`config.mk`:
```
export PLATFORM = sky130hd
export DESIGN_NAME = dmem_bridge_flat
export DESIGN_NICKNAME = d
export VERILOG_FILES = /design/src/rtl/rv32i_pkg.sv /design/src/rtl/dmem_bridge_if.sv /design/src/rtl/dmem_lane_fmt.sv /design/src/rtl/dmem_bridge.sv /design/src/flat_wrapper.sv
export SDC_FILE = /design/constraint.sdc
export NUM_CORES = 1
export LEC_CHECK = 0
export BUFFER_PORTS_ARGS = -buffer_cell sky130_fd_sc_hd__buf_2
export CORE_ASPECT_RATIO = 1.5
export CORE_MARGIN = 2
export CORE_UTILIZATION = 48
export CTS_CLUSTER_SIZE = 24
export DETAILED_ROUTE_END_ITERATION = 8
export PLACE_DENSITY = 0.89
export SETUP_SLACK_MARGIN = 0.05
export SYNTH_ARGS = -nofsm -noshare
export SYNTH_HDL_FRONTEND = slang
export SYNTH_SLANG_ARGS = --single-unit
```
`constraint.sdc`:
```
create_clock -name clk -period 2.6 [get_ports clk]
set_input_delay 0.13 -clock clk [delete_from_list [all_inputs] [get_ports clk]]
set_output_delay 0.13 -clock clk [all_outputs]
set_load 0.1 [all_outputs]
```
`src/rtl/rv32i_pkg.sv`:
```
// Shared RV32I data-memory definitions: funct3 load/store codes, bridge FSM states, bus widths.
// Latency: none (types and constants only).
// Backpressure: not applicable.
package rv32i_pkg;

  localparam int XLEN = 32;
  localparam int BE_W = XLEN / 8;

  // funct3 encodings shared by loads and stores (size in [1:0], unsigned flag in [2])
  localparam logic [2:0] F3_B  = 3'b000;
  localparam logic [2:0] F3_H  = 3'b001;
  localparam logic [2:0] F3_W  = 3'b010;
  localparam logic [2:0] F3_BU = 3'b100;
  localparam logic [2:0] F3_HU = 3'b101;

  typedef enum logic [1:0] {
    IDLE = 2'd0,
    REQ  = 2'd1,
    DONE = 2'd2
  } state_t;

endpackage

```
`src/rtl/dmem_bridge_if.sv`:
```
// Word-wide memory bus between the load/store bridge and the data memory.
// Latency: none (wires only).
// Backpressure: master holds valid and its payload steady until ready is seen high.
interface dmem_bridge_if;
  import rv32i_pkg::*;

  logic            bus_valid;
  logic            bus_we;
  logic [XLEN-1:0] bus_addr;
  logic [XLEN-1:0] bus_wdata;
  logic [BE_W-1:0] bus_be;
  logic            bus_ready;
  logic [XLEN-1:0] bus_rdata;

  modport master (
    output bus_valid, bus_we, bus_addr, bus_wdata, bus_be,
    input  bus_ready, bus_rdata
  );

  modport slave (
    input  bus_valid, bus_we, bus_addr, bus_wdata, bus_be,
    output bus_ready, bus_rdata
  );

endinterface

```
`src/rtl/dmem_lane_fmt.sv`:
```
// Byte-lane logic: store shift/byte enables plus legality check, and load extract/extend.
// Latency: purely combinational.
// Backpressure: none; store side looks at the live request, load side at the captured one.
module dmem_lane_fmt
  import rv32i_pkg::*;
(
  input  logic            st_we_i,
  input  logic [2:0]      st_f3_i,
  input  logic [1:0]      st_off_i,
  input  logic [XLEN-1:0] st_wdata_i,
  output logic [XLEN-1:0] st_wdata_o,
  output logic [BE_W-1:0] st_be_o,
  output logic            legal_o,
  input  logic [2:0]      ld_f3_i,
  input  logic [1:0]      ld_off_i,
  input  logic [XLEN-1:0] ld_rdata_i,
  output logic [XLEN-1:0] ld_data_o
);

  logic [XLEN-1:0] byte_sh;
  logic [XLEN-1:0] half_sh;

  // Store lanes and alignment/encoding check; loads get the same lane mask
  always_comb begin
    st_wdata_o = st_wdata_i;
    st_be_o    = '1;
    legal_o    = 1'b0;
    case (st_f3_i[1:0])
      2'b00: begin
        st_be_o    = 4'b0001 << st_off_i;
        st_wdata_o = {4{st_wdata_i[7:0]}};
        legal_o    = 1'b1;
      end
      2'b01: begin
        st_be_o    = 4'b0011 << {st_off_i[1], 1'b0};
        st_wdata_o = {2{st_wdata_i[15:0]}};
        legal_o    = ~st_off_i[0];
      end
      2'b10: begin
        st_be_o = '1;
        legal_o = (st_off_i == 2'b00);
      end
      default: legal_o = 1'b0;
    endcase
    // Unsigned variants exist only for byte/half loads
    if (st_f3_i[2] && (st_we_i || st_f3_i[1])) begin
      legal_o = 1'b0;
    end
  end

  assign byte_sh = ld_rdata_i >> {ld_off_i, 3'b000};
  assign half_sh = ld_rdata_i >> {ld_off_i[1], 4'b0000};

  // Load lane extract with sign or zero extension
  always_comb begin
    ld_data_o = '0;
    case (ld_f3_i)
      F3_B:    ld_data_o = {{24{byte_sh[7]}}, byte_sh[7:0]};
      F3_BU:   ld_data_o = {24'd0, byte_sh[7:0]};
      F3_H:    ld_data_o = {{16{half_sh[15]}}, half_sh[15:0]};
      F3_HU:   ld_data_o = {16'd0, half_sh[15:0]};
      F3_W:    ld_data_o = ld_rdata_i;
      default: ld_data_o = '0;
    endcase
  end

endmodule

```
`src/rtl/dmem_bridge.sv`:
```
// Core load/store to word-bus bridge; stalls the core until the bus completes. Optional bus
// timeout via DMEM_BRIDGE_TIMEOUT_EN. Latency: 2 stall cycles minimum, 1 for a faulted access.
// Backpressure: waits in REQ with the bus payload held until bus_ready.
module dmem_bridge
  import rv32i_pkg::*;
#(
  parameter int WAIT_MAX = 255
) (
  input  logic             clk,
  input  logic             rst_n,
  input  logic             req_valid,
  input  logic             req_we,
  input  logic [XLEN-1:0]  req_addr,
  input  logic [XLEN-1:0]  req_wdata,
  input  logic [2:0]       req_f3,
  output logic             stall,
  output logic [XLEN-1:0]  readData,
  output logic             err,
  dmem_bridge_if.master    bus
);

  state_t          state_q, state_d;
  logic            bus_we_q, bus_we_d;
  logic [XLEN-1:0] bus_addr_q, bus_addr_d;
  logic [XLEN-1:0] bus_wdata_q, bus_wdata_d;
  logic [BE_W-1:0] bus_be_q, bus_be_d;
  logic [2:0]      ld_f3_q, ld_f3_d;
  logic [1:0]      ld_off_q, ld_off_d;
  logic [XLEN-1:0] rdata_q, rdata_d;
  logic            err_q, err_d;

  logic [XLEN-1:0] fmt_wdata;
  logic [BE_W-1:0] fmt_be;
  logic            fmt_legal;
  logic [XLEN-1:0] fmt_ld_data;

`ifdef DMEM_BRIDGE_TIMEOUT_EN
  logic [31:0]     cnt_q, cnt_d;
`else
  localparam int unused_wait_max = WAIT_MAX;
`endif

  dmem_lane_fmt u_fmt (
    .st_we_i    (req_we),
    .st_f3_i    (req_f3),
    .st_off_i   (req_addr[1:0]),
    .st_wdata_i (req_wdata),
    .st_wdata_o (fmt_wdata),
    .st_be_o    (fmt_be),
    .legal_o    (fmt_legal),
    .ld_f3_i    (ld_f3_q),
    .ld_off_i   (ld_off_q),
    .ld_rdata_i (bus.bus_rdata),
    .ld_data_o  (fmt_ld_data)
  );

  // Next-state, request capture and stall/valid generation
  always_comb begin
    state_d     = state_q;
    bus_we_d    = bus_we_q;
    bus_addr_d  = bus_addr_q;
    bus_wdata_d = bus_wdata_q;
    bus_be_d    = bus_be_q;
    ld_f3_d     = ld_f3_q;
    ld_off_d    = ld_off_q;
    rdata_d     = rdata_q;
    err_d       = 1'b0;
`ifdef DMEM_BRIDGE_TIMEOUT_EN
    cnt_d       = cnt_q;
`endif
    stall         = 1'b0;
    bus.bus_valid = 1'b0;
    case (state_q)
      IDLE: begin
        stall = req_valid;
        if (req_valid) begin
          if (fmt_legal) begin
            state_d     = REQ;
            bus_we_d    = req_we;
            bus_addr_d  = {req_addr[XLEN-1:2], 2'b00};
            bus_wdata_d = fmt_wdata;
            bus_be_d    = fmt_be;
            ld_f3_d     = req_f3;
            ld_off_d    = req_addr[1:0];
`ifdef DMEM_BRIDGE_TIMEOUT_EN
            cnt_d       = '0;
`endif
          end else begin
            // Faulted access never touches the bus
            state_d = DONE;
            err_d   = 1'b1;
            rdata_d = '0;
          end
        end
      end
      REQ: begin
        stall         = 1'b1;
        bus.bus_valid = 1'b1;
        if (bus.bus_ready) begin
          state_d = DONE;
          rdata_d = bus_we_q ? '0 : fmt_ld_data;
        end
`ifdef DMEM_BRIDGE_TIMEOUT_EN
        else if (cnt_q + 32'd1 == 32'(WAIT_MAX)) begin
          state_d = DONE;
          err_d   = 1'b1;
          rdata_d = '0;
        end else begin
          cnt_d = cnt_q + 32'd1;
        end
`endif
      end
      // One release cycle, then back to IDLE without looking at req_valid
      DONE:    state_d = IDLE;
      default: state_d = IDLE;
    endcase
  end

  // State and captured-request registers
  always_ff @(posedge clk or negedge rst_n) begin
    if (!rst_n) begin
      state_q     <= IDLE;
      bus_we_q    <= 1'b0;
      bus_addr_q  <= '0;
      bus_wdata_q <= '0;
      bus_be_q    <= '0;
      ld_f3_q     <= '0;
      ld_off_q    <= '0;
      rdata_q     <= '0;
      err_q       <= 1'b0;
    end else begin
      state_q     <= state_d;
      bus_we_q    <= bus_we_d;
      bus_addr_q  <= bus_addr_d;
      bus_wdata_q <= bus_wdata_d;
      bus_be_q    <= bus_be_d;
      ld_f3_q     <= ld_f3_d;
      ld_off_q    <= ld_off_d;
      rdata_q     <= rdata_d;
      err_q       <= err_d;
    end
  end

`ifdef DMEM_BRIDGE_TIMEOUT_EN
  // Bus wait counter
  always_ff @(posedge clk or negedge rst_n) begin
    if (!rst_n) cnt_q <= '0;
    else        cnt_q <= cnt_d;
  end
`endif

  assign bus.bus_we    = bus_we_q;
  assign bus.bus_addr  = bus_addr_q;
  assign bus.bus_wdata = bus_wdata_q;
  assign bus.bus_be    = bus_be_q;
  assign readData      = rdata_q;
  assign err           = err_q;

endmodule

```
`src/flat_wrapper.sv`:
```
// flat-port wrapper written by rule: the top's interface ports become plain ports
module dmem_bridge_flat import rv32i_pkg::*;
#(
  parameter int WAIT_MAX = 255
)
  (clk, rst_n, req_valid, req_we, req_addr, req_wdata, req_f3, stall, readData, err, bus_bus_valid, bus_bus_we, bus_bus_addr, bus_bus_wdata, bus_bus_be, bus_bus_ready, bus_bus_rdata);
  dmem_bridge_if bus_i ();
  input  logic clk;
  input  logic rst_n;
  input  logic req_valid;
  input  logic req_we;
  input  logic [XLEN-1:0] req_addr;
  input  logic [XLEN-1:0] req_wdata;
  input  logic [2:0] req_f3;
  output logic stall;
  output logic [XLEN-1:0] readData;
  output logic err;
  output wire logic [$bits(bus_i.bus_valid)-1:0] bus_bus_valid;
  output wire logic [$bits(bus_i.bus_we)-1:0] bus_bus_we;
  output wire logic [$bits(bus_i.bus_addr)-1:0] bus_bus_addr;
  output wire logic [$bits(bus_i.bus_wdata)-1:0] bus_bus_wdata;
  output wire logic [$bits(bus_i.bus_be)-1:0] bus_bus_be;
  input wire logic [$bits(bus_i.bus_ready)-1:0] bus_bus_ready;
  input wire logic [$bits(bus_i.bus_rdata)-1:0] bus_bus_rdata;
  assign bus_bus_valid = bus_i.bus_valid;
  assign bus_bus_we = bus_i.bus_we;
  assign bus_bus_addr = bus_i.bus_addr;
  assign bus_bus_wdata = bus_i.bus_wdata;
  assign bus_bus_be = bus_i.bus_be;
  assign bus_i.bus_ready = bus_bus_ready;
  assign bus_i.bus_rdata = bus_bus_rdata;
  dmem_bridge #(.WAIT_MAX(WAIT_MAX)) u_core (.clk(clk), .rst_n(rst_n), .req_valid(req_valid), .req_we(req_we), .req_addr(req_addr), .req_wdata(req_wdata), .req_f3(req_f3), .stall(stall), .readData(readData), .err(err), .bus(bus_i));
endmodule
```
# After elaboration in Yosys (flattened, before gate mapping)

Cells that the tools add are included.

Equal/unequal tests: 10
Reduce and logical (&&, ||, !) cells: 10
Shift-type cells: 4
Bitwise operators: 1
Mux-type cells: 19

Operators by type and width:

| cell                                                              | count |
|---|---|
| 32-bit one-hot mux with 5 select lines                            | 1 |
| 32-bit two-way mux                                                | 4 |
| 32-bit one-hot mux with 2 select lines                            | 2 |
| 32-bit by 5-bit >> shifter with 16-bit output                     | 1 |
| 32-bit by 5-bit >> shifter with 8-bit output                      | 1 |
| 4-bit one-hot mux with 2 select lines                             | 1 |
| 3-bit == test, second input constant                              | 2 |
| 2-bit logical NOT                                                 | 3 |
| 2-bit two-way mux                                                 | 3 |
| 2-bit != test, second input constant                              | 3 |
| 1-bit two-way mux                                                 | 5 |
| 2-bit by 1-bit == test with 1-bit output, second input constant   | 2 |
| 2-bit one-hot mux with 2 select lines                             | 1 |
| 4-bit AND reduction                                               | 1 |
| 1-bit by 2-bit << shifter with 4-bit output, first input constant | 1 |
| 2-bit by 2-bit << shifter with 4-bit output, first input constant | 1 |
| 3-bit by 1-bit == test with 1-bit output, second input constant   | 1 |
| 3-bit by 2-bit == test with 1-bit output, second input constant   | 1 |
| 3-bit logical NOT                                                 | 1 |
| 1-bit one-hot mux with 3 select lines                             | 1 |
| 3-bit AND reduction                                               | 1 |
| 2-bit == test, second input constant                              | 1 |
| 1-bit one-hot mux with 2 select lines                             | 1 |
| 2-bit AND reduction                                               | 1 |
| other kinds (4)                                                   | 4 |

Register bits: 107
Word-level logic and storage cells: 53
Bits of input ports: 104
Output and inout bits: 104

# Logic depth before layout (Yosys ltp)

Gate-level depths: netlist of the first run.

Depth after elaboration: 6
Depth in mapped cells: 6
Mapped depth without buffers: 4

# By module

A second synthesis of the first run with hierarchy kept.

Cells, all modules: 466
Area, all modules: 5,565.3 um^2

Modules (own cells, without submodules):

| module        | times used | cells an instance | area each (um^2) | sequential area each (um^2) |
|---|---|---|---|---|
| dmem_bridge   | 1          | 302               | 4,277.9          | 2,677.6 |
| dmem_lane_fmt | 1          | 164               | 1,287.5          | 0.0 |

# Worst setup path before layout of the first run

No wires, ideal clock.

Path kind: register to register
Start: reg u_core.state_q[1]
End: reg u_core.rdata_q[25], in the netlist u_core.readData[25]
Slack: -173 ps
Path buffers: 1
Stages on the path, launching flop included: 5
Clock period less this slack: 2,773 ps
Data required time: 2,480 ps
Library setup time: 120 ps
Arrival: 2,653 ps
Cell sequence: dfrtp_1 -> nor2b_1 -> a21oi_1 -> clkbuf_1 -> a21o_1

Cells in the longest elaborated chain, start to end: 3
Elaborated cells between the ends (all ways): 8
Classes of those cells: 4 x eq/ne; 1 x mux; 3 x reduce/logical

RTL lines:

| element                                                                       | line               | text |
|---|---|---|
| start: declaration                                                            | dmem_bridge.sv:22  | `state_t state_q, state_d;` |
| start signal: assignment                                                      | dmem_bridge.sv:132 | `state_q <= state_d;` |
| 2-bit by 1-bit == test with 1-bit output or 2-bit logical NOT (tied branches) | dmem_bridge.sv:73  | `case (state_q)` |
| 2-bit != test (no line) or 2-bit nonzero test (tied branches)                 | --                 |  |
| 4-bit AND reduction (no line)                                                 | --                 |  |
| end signal: assignment                                                        | dmem_bridge.sv:139 | `rdata_q <= rdata_d;` |
| end: declaration                                                              | dmem_bridge.sv:29  | `logic [XLEN-1:0] rdata_q, rdata_d;` |

Parallel ways exist; a longest one is shown, timed or not.
A chain may end at the register's enable or synchronous reset.

# Worst setup path after layout of the first run

Start: reg u_core.ld_off_q[1]
End: reg u_core.rdata_q[22], in the netlist u_core.readData[22]

Cells in the longest elaborated chain, start to end: 5
Elaborated cells between the ends (all ways): 6
Classes of those cells: 2 x shift; 4 x mux

RTL lines:

| element                                                                                                       | line                                     | text |
|---|---|---|
| start: declaration                                                                                            | dmem_bridge.sv:28                        | `logic [1:0] ld_off_q, ld_off_d;` |
| start signal: assignment                                                                                      | dmem_bridge.sv:138                       | `ld_off_q <= ld_off_d;` |
| 32-bit by 5-bit >> shifter with 16-bit output or 32-bit by 5-bit >> shifter with 8-bit output (tied branches) | dmem_lane_fmt.sv:52, dmem_lane_fmt.sv:51 |  |
| 32-bit one-hot mux with 5 select lines *                                                                      | dmem_lane_fmt.sv:57                      | `case (ld_f3_i)` |
| 32-bit two-way mux *                                                                                          | dmem_bridge.sv:101                       | `rdata_d = bus_we_q ? '0 : fmt_ld_data;` |
| 32-bit two-way mux *                                                                                          | dmem_bridge.sv:99                        | `if (bus.bus_ready) begin` |
| 32-bit one-hot mux with 2 select lines *                                                                      | dmem_bridge.sv:73                        |  |

Every way passes the cells marked *; elsewhere a longest branch is shown, timed or not. The select of a mux whose other input is x is not followed.

==> results of run 1 <==
cell usage after synthesis, types with 7 or more instances:
cell type and count:
o21ai_0 32, a222oi_1 8, dfrtp_1 107, a21oi_1 36, mux2i_1 24, mux2_1 7
nand2_1 49, a22oi_1 9, mux2_2 45, o2bb2ai_1 8, clkbuf_1 19, nor2_1 15
a21o_1 24
state kept, by name (all words and copies together), names as in the netlist:
| signal | flops |
|---|---|
| u_core.ld_f3_q | 3 |
| u_core.bus.bus_we | 1 |
| u_core.bus.bus_wdata | 32 |
| u_core.ld_off_q | 2 |
| u_core.state_q | 2 |
| u_core.bus.bus_be | 4 |
| u_core.readData | 32 |
| u_core.err | 1 |
| u_core.bus.bus_addr | 30 |
placed cells by master (no fill, tap or decap), types with 7 or more instances in the layout:
cell and instances:
buf_2 204, a222oi_1 8, buf_4 9, o2bb2ai_1 8, a21oi_1 35, a22oi_1 9, mux2_1 7, o21ai_0 32
mux2_2 45, clkbuf_16 9, a21o_1 24, mux2i_1 24, nor2_1 15, nand2_1 49, dfrtp_1 107
timing repair:
| item | in CTS | in global routing |
|---|---|---|
| endpoints found under the hold margin | 41 | 1 |
| setup endpoints to repair | 0 | 0 |
| hold buffers | 3 | 1 |
cells by family after synthesis:
family | Yosys count | share of synthesized area (%)
AO/OA/AOI/OAI | 123 | 16.4
flip-flops | 107 | 55.7
buffers and inverters | 33 | 3.05
multiplexers | 77 | 17.5
AND/OR/NAND/NOR | 78 | 7.21
other | 1 | 0.0781
final timing paths:
path                                          start                 endpoint  slack [ps]  cells past startpoint
worst max-delay path             u_core.ld_off_q[1]      u_core.readData[22]         530                      5
worst max register to register   u_core.ld_off_q[1]      u_core.readData[22]         530                      5
worst min register to register  u_core.readData[14]      u_core.readData[14]         470                      1
min in group asynchronous                     rst_n     u_core.bus.bus_be[3]         350                      2
worst min-delay path                   req_addr[11]  u_core.bus.bus_addr[11]          10                      2
max in group asynchronous                     rst_n      u_core.readData[20]        1500                      3
power groups by stage:
stage | sequential, mW | combinational (mW) | clock, mW
finish | 2.48 | 5.15 | 1.44
global route | 2.54 | 5.33 | 1.53
CTS | 2.47 | 5.16 | 1.47
detailed placement | 2.49 | 5.16 | 0
global placement | 2.46 | 5.09 | 0
floorplan | 5.77 | 0.951 | 0
metrics by stage:
stage,utilization (%),cell area [µm²]
final,65.1,6310
after global routing,65.1,6310
after CTS,65.0,6300
after detailed placement,61.5,5960
after floorplan,-,4810
after global placement,61.5,5960
metal layers:
metal	part of all wire [%]	vias to the layer above	global-route usage, %
met5	0	-	0
met4	3.4	0	11.5
met3	7.4	34	4.68
met2	53	203	40.9
met1	37	2019	28.3
li1	-	1911	-
area by class of cell:
class	instances	area (µm²)	area share (%)
inverters	4	15.0	0.238
repair buffers	219	1170	18.5
flip-flops and latches	107	2680	42.4
clock buffers	10	239	3.79
multi-input cells	280	1990	31.5
well taps	115	144	2.28
clock inverters	4	76.3	1.21
==> flow_metrics.env, run 1 <==
export IMPL_hpwl_um=9830
export IMPL_cts_resized=0
export IMPL_path_clk_slew_ps=70
export IMPL_routabilityCongestion=0.976
export IMPL_nFillCells=769
export IMPL_start_util_pct=49.6
export IMPL_diodes=0
export IMPL_internal_power_mw=3.90
export IMPL_endpoint_kind="flop"
export IMPL_vdd_drop_max_mv=1.19
export IMPL_synthDistinctLibCells=33
export IMPL_syn_area_mm2=0.00480
export IMPL_postCtsSetupBuffers=0
export IMPL_clkPwrFrac_pct=15.8
export IMPL_required_ps=2820
export IMPL_drv_cap=0
export IMPL_critPathLaunchType="flop"
export IMPL_tritoncts="yes"
export IMPL_placementRows=44
export IMPL_grt_usage_pct=23.8
export IMPL_cp_max_fo=16
export IMPL_crit_path_top_delay_cell="dfrtp_1"
export IMPL_seq_area_frac_synth_pct=55.7
export IMPL_grt_pass1_vias=4157
export IMPL_vias=4167
export IMPL_place_ws_ps=590
export IMPL_worstPathCellList="mux2_1, a222oi_1, buf_4, a21oi_1, a21o_1"
export IMPL_synth_top_area_cell="dfrtp_1"
export IMPL_ys_seq_elements=107
export IMPL_grt_pass1_wl_um=20300
export IMPL_setup_tns_ps=0
export IMPL_path_delay_family="flip-flops"
export IMPL_cts_max_path_buffers=2
export IMPL_powerDensity_mw_per_mm2=1440
export IMPL_nNetsFinal=725
export IMPL_netSwitchingFraction_pct=57.0
export IMPL_antenna_found_initial=0
export IMPL_pwr_share_comb_pct=56.8
export IMPL_ys_flop_type="dfrtp_1"
export IMPL_syn_inst=419
export IMPL_rsz0062_at_grt="false"
export IMPL_synthTopCellsByArea="dfrtp_1 56%, mux2_2 11%, mux2i_1 5.0%"
export IMPL_h_tree_depth=3
export IMPL_drtAntennaViolNets=0
export IMPL_tightest_slew_ps=857
export IMPL_grt_max_degree=69
export IMPL_clkLatencyLatePin_ps=340
export IMPL_die_area_mm2=0.0108
export IMPL_leakage_nw=3.40
export IMPL_dp_cells=721
export IMPL_cts_inserted_buffers=9
export IMPL_clkSinkCount=107
export IMPL_avgSynthCellArea_um2=11.5
export IMPL_drt_iter0_drc=207
export IMPL_cp_arrival_ps=2290
export IMPL_seqPwrFrac_pct=27.4
export IMPL_port_buffers=205
export IMPL_fin_hold_ws_ps=13.2
export IMPL_area_growth_pct=31.4
export IMPL_drive_gt1_share_pct=44.9
export IMPL_ys_warn_count=0
export IMPL_setup_violations=0
export IMPL_drc=0
export IMPL_cts_root_buf="clkbuf_16"
export IMPL_relSlewSlack_pct=42.7
export IMPL_dr_pass1_iters=5
export IMPL_hold_path_class="in -> reg"
export IMPL_cp_buffers_inverters=1
export IMPL_finalPower_mw=9.07
export IMPL_period_share_pct=79.7
export IMPL_critical_path_max_stage_delay_ps=700
export IMPL_gr_total_overflow=0
export IMPL_fin_cells=739
export IMPL_io_pin_count=208
export IMPL_routed_wl_um=13000
export IMPL_avgRoutedWirePerCell_um=17.6
export IMPL_fin_skew_ps=8.63
export IMPL_status="finished, final reports clean"
export IMPL_final_max_slew_viol_count=0
export IMPL_max_freq_ghz=0.483
export IMPL_fin_crit_ps=2070
export IMPL_hold_viol_final=0
export IMPL_worstSetupPathType="reg -> reg"
export IMPL_p_sw_mw=5.17
export IMPL_die_h_um=127
export IMPL_synth_top_area_share_pct=55.7
export IMPL_layout_setup_ws_ps=528
export IMPL_core_area_mm2=0.00969
export IMPL_synth_edf_count=0
export IMPL_vias_per_cell=5.64
export IMPL_async_reset_ff_share_pct=100
export IMPL_dieWidth_um=85.7
Power figures use the tool's default switching activity.
==> run 2, diff against run 1 <==
--- a/config.mk
+++ b/config.mk
@@ -5,13 +5,14 @@
 export SDC_FILE = /design/constraint.sdc
 export NUM_CORES = 1
 export LEC_CHECK = 0
+export ABC_AREA = 1
 export BUFFER_PORTS_ARGS = -buffer_cell sky130_fd_sc_hd__buf_2
 export CORE_ASPECT_RATIO = 1.5
 export CORE_MARGIN = 2
-export CORE_UTILIZATION = 48
+export CORE_UTILIZATION = 49
 export CTS_CLUSTER_SIZE = 24
 export DETAILED_ROUTE_END_ITERATION = 8
-export PLACE_DENSITY = 0.89
+export PLACE_DENSITY = 0.88
 export SETUP_SLACK_MARGIN = 0.05
 export SYNTH_ARGS = -nofsm -noshare
 export SYNTH_HDL_FRONTEND = slang
==> constraint.sdc (replaced) <==
create_clock -name clk -period 2.1 [get_ports clk]
set_input_delay 0.105 -clock clk [delete_from_list [all_inputs] [get_ports clk]]
set_output_delay 0.105 -clock clk [all_outputs]
set_load 0.1 [all_outputs]
==> run 2 against run 1 <==
Count of clock-buffer cells in the layout increased by 1. Largest power group unchanged. Non-clock buffer count increased by 34. Fmax increased by 14%. Global-route usage increased by 3.4 points. Wire length increased by 21%. Highest routed layer unchanged. Die area increased by 8.3%. Critical path type unchanged. Flip-flop and latch count unchanged. Clock power increased by 19%.
==> flow_metrics.env, run 2 <==
export IMPL_cts_inserted_buffers=9
export IMPL_gr_total_overflow=0
export IMPL_synth_top_area_share_pct=50.2
export IMPL_fin_area_mm2=0.00706
export IMPL_synth_common_cells="326 x nand2_1, 107 x dfrtp_1, 41 x a21oi_1, 41 x nand3_1, 27 x inv_1"
export IMPL_drt_iter0_drc=332
export IMPL_place_area_mm2=0.00641
export IMPL_seq_area_frac_synth_pct=50.2
export IMPL_grt_pass1_vias=5337
export IMPL_syn_area_mm2=0.00533
export IMPL_fin_skew_ps=8.63
export IMPL_hold_path_class="in -> reg"
export IMPL_start_util_pct=50.3
export IMPL_grt_usage_pct=27.2
export IMPL_critPathLaunchType="flop"
export IMPL_routed_wl_um=15700
export IMPL_hold_start="req_addr[0]"
export IMPL_avgRoutedWirePerCell_um=14.8
export IMPL_yosys_area_share_simple_pct=29.9
export IMPL_final_max_slew_viol_count=0
export IMPL_setup_violations=0
export IMPL_ys_seq_elements=107
export IMPL_grt_max_degree=92
export IMPL_min_path_cells=3
export IMPL_vdd_drop_max_mv=1.21
export IMPL_avgSynthCellArea_um2=7.76
export IMPL_path_clk_slew_ps=70
export IMPL_fin_crit_ps=1820
export IMPL_endpoint_kind="flop"
export IMPL_routabilityCongestion=0.986
export IMPL_core_area_mm2=0.0106
export IMPL_synth_top_family_by_area="simple AND/OR/NAND/NOR gates"
export IMPL_clkSinkCount=107
export IMPL_nFillCells=920
export IMPL_relSlewSlack_pct=40.9
export IMPL_dieWidth_um=89.2
export IMPL_leakage_nw=4.02
export IMPL_postCtsSetupBuffers=0
export IMPL_cts_root_buf="clkbuf_16"
export IMPL_hpwl_um=11000
export IMPL_diodes=0
export IMPL_vias=5473
export IMPL_synth_top_area_cell="dfrtp_1"
export IMPL_drv_cap=0
export IMPL_async_reset_ff_share_pct=100
export IMPL_io_pin_count=208
export IMPL_critical_path_max_stage_delay_ps=400
export IMPL_cts_max_path_buffers=2
export IMPL_layout_common_cells="326 x nand2_1, 204 x buf_2, 107 x dfrtp_1"
export IMPL_dr_pass1_iters=5
export IMPL_path_delay_family="simple AND/OR/NAND/NOR gates"
export IMPL_drive_gt1_share_pct=29.3
export IMPL_hold_viol_final=0
export IMPL_nNetsFinal=1017
export IMPL_synth_edf_count=0
export IMPL_tritoncts="yes"
export IMPL_worstSetupPathType="reg -> reg"
export IMPL_die_area_mm2=0.0117
export IMPL_synthDistinctLibCells=26
export IMPL_status="finished, final reports clean"
export IMPL_crit_path_top_delay_cell="nand2_2"
export IMPL_worstPathCellList="nor2_1, nand2_2, a21oi_4, nand2_2, nand2_1, o21ai_2"
export IMPL_required_ps=2320
export IMPL_vias_per_cell=5.15
export IMPL_synthAdderAreaFrac_pct=0
export IMPL_grt_pass1_wl_um=25400
export IMPL_reg2reg_from="u_core.state_q[0]"
export IMPL_ff2ff_setup_slack_ps=280
export IMPL_antenna_found_initial=0
export IMPL_cp_buffers_inverters=0
export IMPL_powerDensity_mw_per_mm2=1760
export IMPL_ys_warn_count=0
export IMPL_muxShareOfSynthArea_pct=0
export IMPL_cp_arrival_ps=2040
export IMPL_yosysMostFrequentCell="nand2_1"
export IMPL_max_freq_ghz=0.549
export IMPL_syn_inst=687
export IMPL_hold_path_end="u_core.ld_off_q[0]"
export IMPL_drc=0
export IMPL_rr_worst_depth=6
export IMPL_rsz0062_at_grt="false"
export IMPL_placementRows=46
export IMPL_synth_compound_area_share_pct=13.0
export IMPL_synthTopCellsByArea="dfrtp_1 50%, nand2_1 23%, o21ai_2 4.1%"
export IMPL_cp_max_fo=33
export IMPL_die_h_um=132
export IMPL_fin_util_pct=66.7
export IMPL_drtAntennaViolNets=0
export IMPL_synth_xor_area_share_pct=0
export IMPL_tightest_slew_ps=886
export IMPL_finalPower_mw=12.4
export IMPL_port_buffers=205
export IMPL_period_share_pct=86.8
export IMPL_final_common_cell="nand2_1"
export IMPL_startpoint="u_core.state_q[0]"
export IMPL_clkLatencyLatePin_ps=350
export IMPL_area_growth_pct=32.4
export IMPL_r2r_end="u_core.readData[7]"
export IMPL_ys_flop_type="dfrtp_1"
export IMPL_h_tree_depth=3
export IMPL_setup_tns_ps=0
export IMPL_crit_path_frequent_cell="nand2_2"
## run 2: cell types whose count changed after synthesis, sizes merged, moves of 24 or more
cell   before  now
inv         4   28
nand2      49  329
nand3       0   42
a21o       24    0
mux2i      24    0
o21ai      32   74
mux2       53    0
## run 2: logic make-up after synthesis
kind of cell    count (synthesis)
compound gates                117
other cells                     1
simple gates                  393
buf+inv                        69
flops                         107
## run 2: power by group
group	switching [mW]	internal, mW	total (mW)
logic	6.39	1.24	7.63
clock network	0.761	0.963	1.72
registers	0.376	2.70	3.07
## run 2: worst max path at each step
stage,endpoint,slack [ps],depth (start not counted)
after floorplan,u_core.readData[10],450,4
after global placement,u_core.readData[11],370,6
after detailed placement,u_core.readData[7],290,6
after CTS,u_core.readData[7],280,6
after global routing,u_core.readData[26],90,6
final,u_core.readData[7],280,6
## run 2: stage by stage
stage | instances | setup WS [ps] | hold WS (ps)
global placement | 1012 | 374 | 40.8
finish | 1062 | 278 | 26.9
global route | 1062 | 90.5 | 35.1
floorplan | 688 | 452 | -191
detailed placement | 1012 | 293 | 43.8
CTS | 1062 | 278 | 27.2
## run 2: per-layer routing
layer  vias up  routed length (µm)  global-route usage [%]
met4         0                 621                    12.2
met3        46                1030                    4.88
li1       2641                   -                       -
met5         -                   0                       0
met2       252                8390                    48.0
met1      2534                5630                    31.0
## run 2: layout make-up
type                    instances  area [µm²]  area share (%)
clock buffers                  11         243            3.44
repair buffers                253        1490            21.1
flip-flops and latches        107        2680            37.9
multi-input cells             512        2300            32.5
well taps                     144         180            2.55
inverters                      30         115            1.63
clock inverters                 5        61.3           0.868
## run 2: worst register-to-register path: stages (launching register included)
cell	delay, ps
dfrtp_1	380
nor2_1	200
nand2_2	150
a21oi_4	260
nand2_2	400
nand2_1	240
o21ai_2	70
## run 2: what timing repair did
| action | CTS | global route |
|---|---|---|
| hold buffers | 34 | 0 |
| endpoints found under the hold margin | 58 | 0 |
| resized for setup | 0 | 0 |
